## config.mk

```make
export PLATFORM = sky130hd
export DESIGN_NAME = sbox_layer_sched
export DESIGN_NICKNAME = d
export VERILOG_FILES = /design/src/rtl/sbox_layer_sched.sv
export SDC_FILE = /design/constraint.sdc
export NUM_CORES = 2
export LEC_CHECK = 0
export BUFFER_PORTS_ARGS = -buffer_cell sky130_fd_sc_hd__buf_2
export CORE_MARGIN = 3
export CORE_UTILIZATION = 59
export DETAILED_ROUTE_END_ITERATION = 10
export HOLD_SLACK_MARGIN = 0.15
export PLACE_DENSITY = 0.79
export SLEW_MARGIN = 20
export SYNTH_ARGS = -nofsm -noshare
export SYNTH_HDL_FRONTEND = slang
export SYNTH_HIERARCHICAL = 1
export SYNTH_SLANG_ARGS = --single-unit
export TNS_END_PERCENT = 50
```

## constraint.sdc

```tcl
create_clock -name clk -period 23.8 [get_ports clk]
set_input_delay 1.19 -clock clk [delete_from_list [all_inputs] [get_ports clk]]
set_output_delay 1.19 -clock clk [all_outputs]
set_load 0.03 [all_outputs]
```

## src/rtl/sbox_layer_sched.sv

```systemverilog
// Folded AES byte-substitution engine: LANES S_Sbox cells shared by two requesters, one 128-bit job at a time.
// Optional SBOX_SCHED_PERF_EN adds saturating perf_jobs / perf_stall counters.
module sbox_layer_sched #(
    parameter int unsigned LANES = 4
) (
    input  logic         clk,
    input  logic         rst_n,
    input  logic         req0_valid,
    output logic         req0_ready,
    input  logic [127:0] req0_data,
    input  logic         req1_valid,
    output logic         req1_ready,
    input  logic [127:0] req1_data,
    output logic         rsp_valid,
    input  logic         rsp_ready,
    output logic [127:0] rsp_data,
    output logic         rsp_id,
    output logic         busy
`ifdef SBOX_SCHED_PERF_EN
    ,
    output logic [31:0]  perf_jobs,
    output logic [31:0]  perf_stall
`endif
);

    localparam int unsigned BEATS  = 16 / LANES;
    localparam int unsigned GRP_W  = 8 * LANES;
    localparam int unsigned BEAT_W = (BEATS > 1) ? $clog2(BEATS) : 1;

    typedef enum logic [1:0] {IDLE, RUN, DONE} state_t;

    state_t             state, state_next;
    logic [127:0]       work, work_next;
    logic [BEAT_W-1:0]  beat, beat_next;
    logic               rsp_id_next;
    logic               last_id, last_id_next;
    logic               any_valid, grant, last_beat;
    logic [GRP_W-1:0]   grp_in, grp_out;

    assign any_valid = req0_valid | req1_valid;
    // Tie goes to the requester that was not served last.
    assign grant     = req1_valid & (~req0_valid | ~last_id);
    assign last_beat = (beat == BEAT_W'(BEATS - 1));
    assign rsp_data  = work;

    // Byte group selected by the current beat; beat 0 is the MSB group.
    always_comb begin
        grp_in = '0;
        for (int unsigned b = 0; b < BEATS; b++) begin
            if (beat == BEAT_W'(b)) grp_in = work[127 - GRP_W*b -: GRP_W];
        end
    end

    for (genvar l = 0; l < LANES; l++) begin : g_lane
        S_Sbox u_sbox (
            .x (grp_in [GRP_W - 1 - 8*l -: 8]),
            .y (grp_out[GRP_W - 1 - 8*l -: 8])
        );
    end

    always_ff @(posedge clk or negedge rst_n) begin
        if (!rst_n) state <= IDLE;
        else        state <= state_next;
    end

    always_comb begin
        state_next = state;
        case (state)
            IDLE:    if (any_valid) state_next = RUN;
            RUN:     if (last_beat) state_next = DONE;
            DONE:    if (rsp_ready) state_next = IDLE;
            default: state_next = IDLE;
        endcase
    end

    always_comb begin
        req0_ready   = 1'b0;
        req1_ready   = 1'b0;
        work_next    = work;
        beat_next    = beat;
        rsp_id_next  = rsp_id;
        last_id_next = last_id;
        case (state)
            IDLE: begin
                req0_ready = any_valid & ~grant;
                req1_ready = any_valid & grant;
                if (any_valid) begin
                    work_next   = grant ? req1_data : req0_data;
                    rsp_id_next = grant;
                    beat_next   = '0;
                end
            end
            RUN: begin
                for (int unsigned b = 0; b < BEATS; b++) begin
                    if (beat == BEAT_W'(b)) work_next[127 - GRP_W*b -: GRP_W] = grp_out;
                end
                beat_next = last_beat ? '0 : beat + BEAT_W'(1);
            end
            DONE: begin
                if (rsp_ready) last_id_next = rsp_id;
            end
            default: ;
        endcase
    end

    always_ff @(posedge clk or negedge rst_n) begin
        if (!rst_n) begin
            work      <= '0;
            beat      <= '0;
            rsp_id    <= 1'b0;
            last_id   <= 1'b1;
            rsp_valid <= 1'b0;
            busy      <= 1'b0;
        end else begin
            work      <= work_next;
            beat      <= beat_next;
            rsp_id    <= rsp_id_next;
            last_id   <= last_id_next;
            rsp_valid <= (state_next == DONE);
            busy      <= (state_next != IDLE);
        end
    end

`ifdef SBOX_SCHED_PERF_EN
    // Saturating job and response-stall counters.
    always_ff @(posedge clk or negedge rst_n) begin
        if (!rst_n) begin
            perf_jobs  <= '0;
            perf_stall <= '0;
        end else begin
            if (rsp_valid && rsp_ready && (perf_jobs != '1))
                perf_jobs <= perf_jobs + 32'd1;
            if ((state == DONE) && !rsp_ready && (perf_stall != '1))
                perf_stall <= perf_stall + 32'd1;
        end
    end
`endif

endmodule

// AES S-box byte cell: GF(2^8) inverse (x^254) followed by the affine map.
module S_Sbox (
    input  logic [7:0] x,
    output logic [7:0] y
);

    function automatic logic [7:0] gf_mul(input logic [7:0] a, input logic [7:0] b);
        logic [7:0] p;
        logic [7:0] t;
        p = '0;
        t = a;
        for (int i = 0; i < 8; i++) begin
            if (b[i]) p = p ^ t;
            t = {t[6:0], 1'b0} ^ (t[7] ? 8'h1b : 8'h00);
        end
        return p;
    endfunction

    logic [7:0] x3, x7, x15, x31, x63, x127, inv;

    // Square-and-multiply chain; 0 maps to 0 as required.
    always_comb begin
        x3   = gf_mul(gf_mul(x, x), x);
        x7   = gf_mul(gf_mul(x3, x3), x);
        x15  = gf_mul(gf_mul(x7, x7), x);
        x31  = gf_mul(gf_mul(x15, x15), x);
        x63  = gf_mul(gf_mul(x31, x31), x);
        x127 = gf_mul(gf_mul(x63, x63), x);
        inv  = gf_mul(x127, x127);
    end

    assign y = inv ^ {inv[6:0], inv[7]} ^ {inv[5:0], inv[7:6]}
             ^ {inv[4:0], inv[7:5]} ^ {inv[3:0], inv[7:4]} ^ 8'h63;

endmodule

```

==> impl_metrics.env <==
export IMPL_postCtsHoldBufs=0
export IMPL_grt_start_max_net_pins=97
export IMPL_r2r_end="rsp_data[60]"
export IMPL_drt_iter0_drc=7819
export IMPL_critPathLaunchType="flop"
export IMPL_grt_ovfl_total=0
export IMPL_fmax_mhz=43.6
export IMPL_crit_top_cell="xnor2_1"
export IMPL_avgSynthCellArea_um2=7.99
export IMPL_io_buffers=393
export IMPL_drt_pass1_iter_count=8
export IMPL_rows=122
export IMPL_fin_ws_ns=0.874
export IMPL_io_pins=394
export IMPL_hold_path_end="rsp_id"
export IMPL_num_vias=67100
export IMPL_yosys_warnings=6
export IMPL_synth_area_leaders="xnor2_1 (15%), xnor3_1 (13%), xor2_1 (6.5%), nand2_1 (5.7%), dfrtp_1 (5.1%)"
export IMPL_tns_ns=0
export IMPL_routed_wl_um=239000
export IMPL_globalplace_congestion=0.994
export IMPL_synth_top_cell_by_area="xnor2_1"
export IMPL_syn2layout_area_growth_pct=10.4
export IMPL_synth_cell_area_um2=66900
export IMPL_slew_headroom_pct=25.5
export IMPL_crit_fanout=18
export IMPL_first_global_vias=63300
export IMPL_start_util_pct=59.9
export IMPL_drc=0
export IMPL_synth_flop_cell="dfrtp_1"
export IMPL_avgViaCountPerCell=6.58
export IMPL_fp_dieArea_um2=117000
export IMPL_pre_cts_slack_ns=-0.962
export IMPL_maxCapViolCount=0
export IMPL_coreArea_um2=112000
export IMPL_num_fill_cells=9488
export IMPL_synth_cells=8374
export IMPL_slew_violations=0
export IMPL_slowest_stage="xnor3_2"
export IMPL_reg2regPathDepth=80
export IMPL_run_status="finished clean"
export IMPL_arrival_ns=23.35
export IMPL_cts_sinks=136
export IMPL_wl_per_cell_um=23.5
export IMPL_setup_violations=0
export IMPL_fin_nets=8969
export IMPL_cpPeakStageDelay_ns=0.74
export IMPL_clk_pin_slew_ns=0.07
export IMPL_ant_nets=0
export IMPL_clkLatencyLatePin_ns=0.55
export IMPL_cts_tree="yes"
export IMPL_dieHeight_um=343
export IMPL_period_share_pct=96.3
export IMPL_path_class="reg -> reg"
export IMPL_hpwlAfterDp_um=173000
export IMPL_end_kind="flop"
export IMPL_synth_async_reset_ratio_pct=100
export IMPL_drive_above_1_share_pct=18.8
export IMPL_synth_seq_area_share_pct=5.09
export IMPL_hold_depth=2
export IMPL_grt_pass1_wl_um=364000
export IMPL_required_ns=24.22
export IMPL_antenna_found_initial=12
export IMPL_layout_commonest_cell="xnor2_1"
export IMPL_synth_cell_types=107
export IMPL_final_cell_mix="xnor2_1 (1099), nand2_1 (1014), nor2_1 (633)"
export IMPL_hold_class="reg -> reg"
export IMPL_tightest_slew_ns=1.12
export IMPL_r2r_start="beat[0]"
export IMPL_syn_nets=8667
export IMPL_clock_path_buffers=2
export IMPL_die_w_um=343
export IMPL_hold_violations=0
export IMPL_h_tree_depth=4
export IMPL_skew_ns=0.0345
export IMPL_ys_ff_latch=136
export IMPL_cts_buffers=17
export IMPL_grt_usage_pct=38.6
export IMPL_clockRootBuffer="clkbuf_16"
export IMPL_regToRegSetupSlack_ns=0.87
export IMPL_worstHoldStart="rsp_id"
export IMPL_synth_edf_count=0
export IMPL_post_route_min_period_ns=22.93
export IMPL_synth_top_area_share_pct=15.2
## cell families after synthesis
| kind of cell | after synthesis | synth area share (%) |
|---|---|---|
| xor gates and xnor gates | 2312 | 43.2 |
| and+or+nand+nor | 2939 | 21.1 |
| adders and majority gates | 32 | 0.599 |
| buffers and inverters | 955 | 6.64 |
| AOI/OAI and AO/OA | 1691 | 18.6 |
| muxes | 309 | 4.70 |
| DFF | 136 | 5.09 |
## flip-flops by register name, summed over array words and instances (netlist names)
| name | cells |
|---|---|
| beat | 2 |
| busy | 1 |
| last_id | 1 |
| rsp_data | 128 |
| rsp_id | 1 |
| rsp_valid | 1 |
| state | 2 |
## worst max-delay path, delay by kind of cell, from the launching register on
| family | cells | cell delay (ns) |
|---|---|---|
| and+or+nand+nor | 11 | 1.64 |
| muxes | 2 | 0.71 |
| adders and majority gates | 5 | 1.77 |
| AOI/OAI and AO/OA | 14 | 3.44 |
| xor gates and xnor gates | 38 | 12.91 |
| buffers and inverters | 10 | 1.78 |
| DFF | 1 | 0.47 |
## worst max path at each step
stage,start,to,slack (ns),cells past startpoint
6_report,beat[0],rsp_data[60],0.87,80
3_5_place_dp,beat[0],rsp_data[61],-0.96,88
5_1_grt,beat[0],rsp_data[61],-0.24,90
4_1_cts,beat[0],rsp_data[77],-0.07,80
2_1_floorplan,beat[0],rsp_data[60],1.15,90
3_3_place_gp,beat[0],rsp_data[61],-0.31,87
## per-layer routing
layer,vias to the layer above,track usage [%],share of wire (%)
met5,-,0,0.013
met4,4,18.7,5.2
met3,803,8.38,12
met2,4250,60.5,44
met1,31800,50.6,39
li1,30200,-,-
## through the flow
step	cells	util [%]	hold slack, ns	instance area [µm²]
3_5_place_dp	10100	63.8	0.514	71200
2_1_floorplan	8374	-	0.516	66900
5_1_grt	10200	66.1	0.564	73800
6_report	10200	66.2	0.531	73800
3_3_place_gp	10100	63.8	0.523	71200
4_1_cts	10100	64.6	0.531	72000
## area by class of cell
type / count / area (µm²) / area share (%)
multi-input combinational: 7286 / 60500 / 82.0
clock inverter: 13 / 168 / 0.227
clock buffer: 19 / 443 / 0.600
tap: 1488 / 1860 / 2.52
sequential: 136 / 3410 / 4.62
antenna: 7 / 17.5 / 0.0237
inverter: 274 / 1030 / 1.40
timing repair buffer: 961 / 6360 / 8.62
## timing repair
| item | CTS | global route |
|---|---|---|
| buffers inserted | 4 | 77 |
| setup endpoints to repair | 116 | 128 |
| gates resized for setup | 24 | 179 |
| pin swaps | 3 | 48 |
| cloned | 0 | 4 |
## cell usage after synthesis, types with 60 or more instances
cell / count
a21oi_1: 376
a32oi_1: 109
buf_1: 65
buf_2: 169
buf_4: 81
clkbuf_1: 329
dfrtp_1: 135
inv_1: 242
mux2i_1: 268
nand2_1: 1014
nand2b_1: 91
nand3_1: 400
nand3b_1: 137
nor2_1: 642
nor3_1: 165
o211ai_1: 96
o21ai_0: 217
or3_1: 60
xnor2_1: 1164
xnor2_2: 84
xnor3_1: 372
xnor3_2: 60
xor2_1: 496
xor3_1: 64
Power is not shown: default switching activity piles up to over one toggle a cycle in this logic, so the estimate is an artifact.
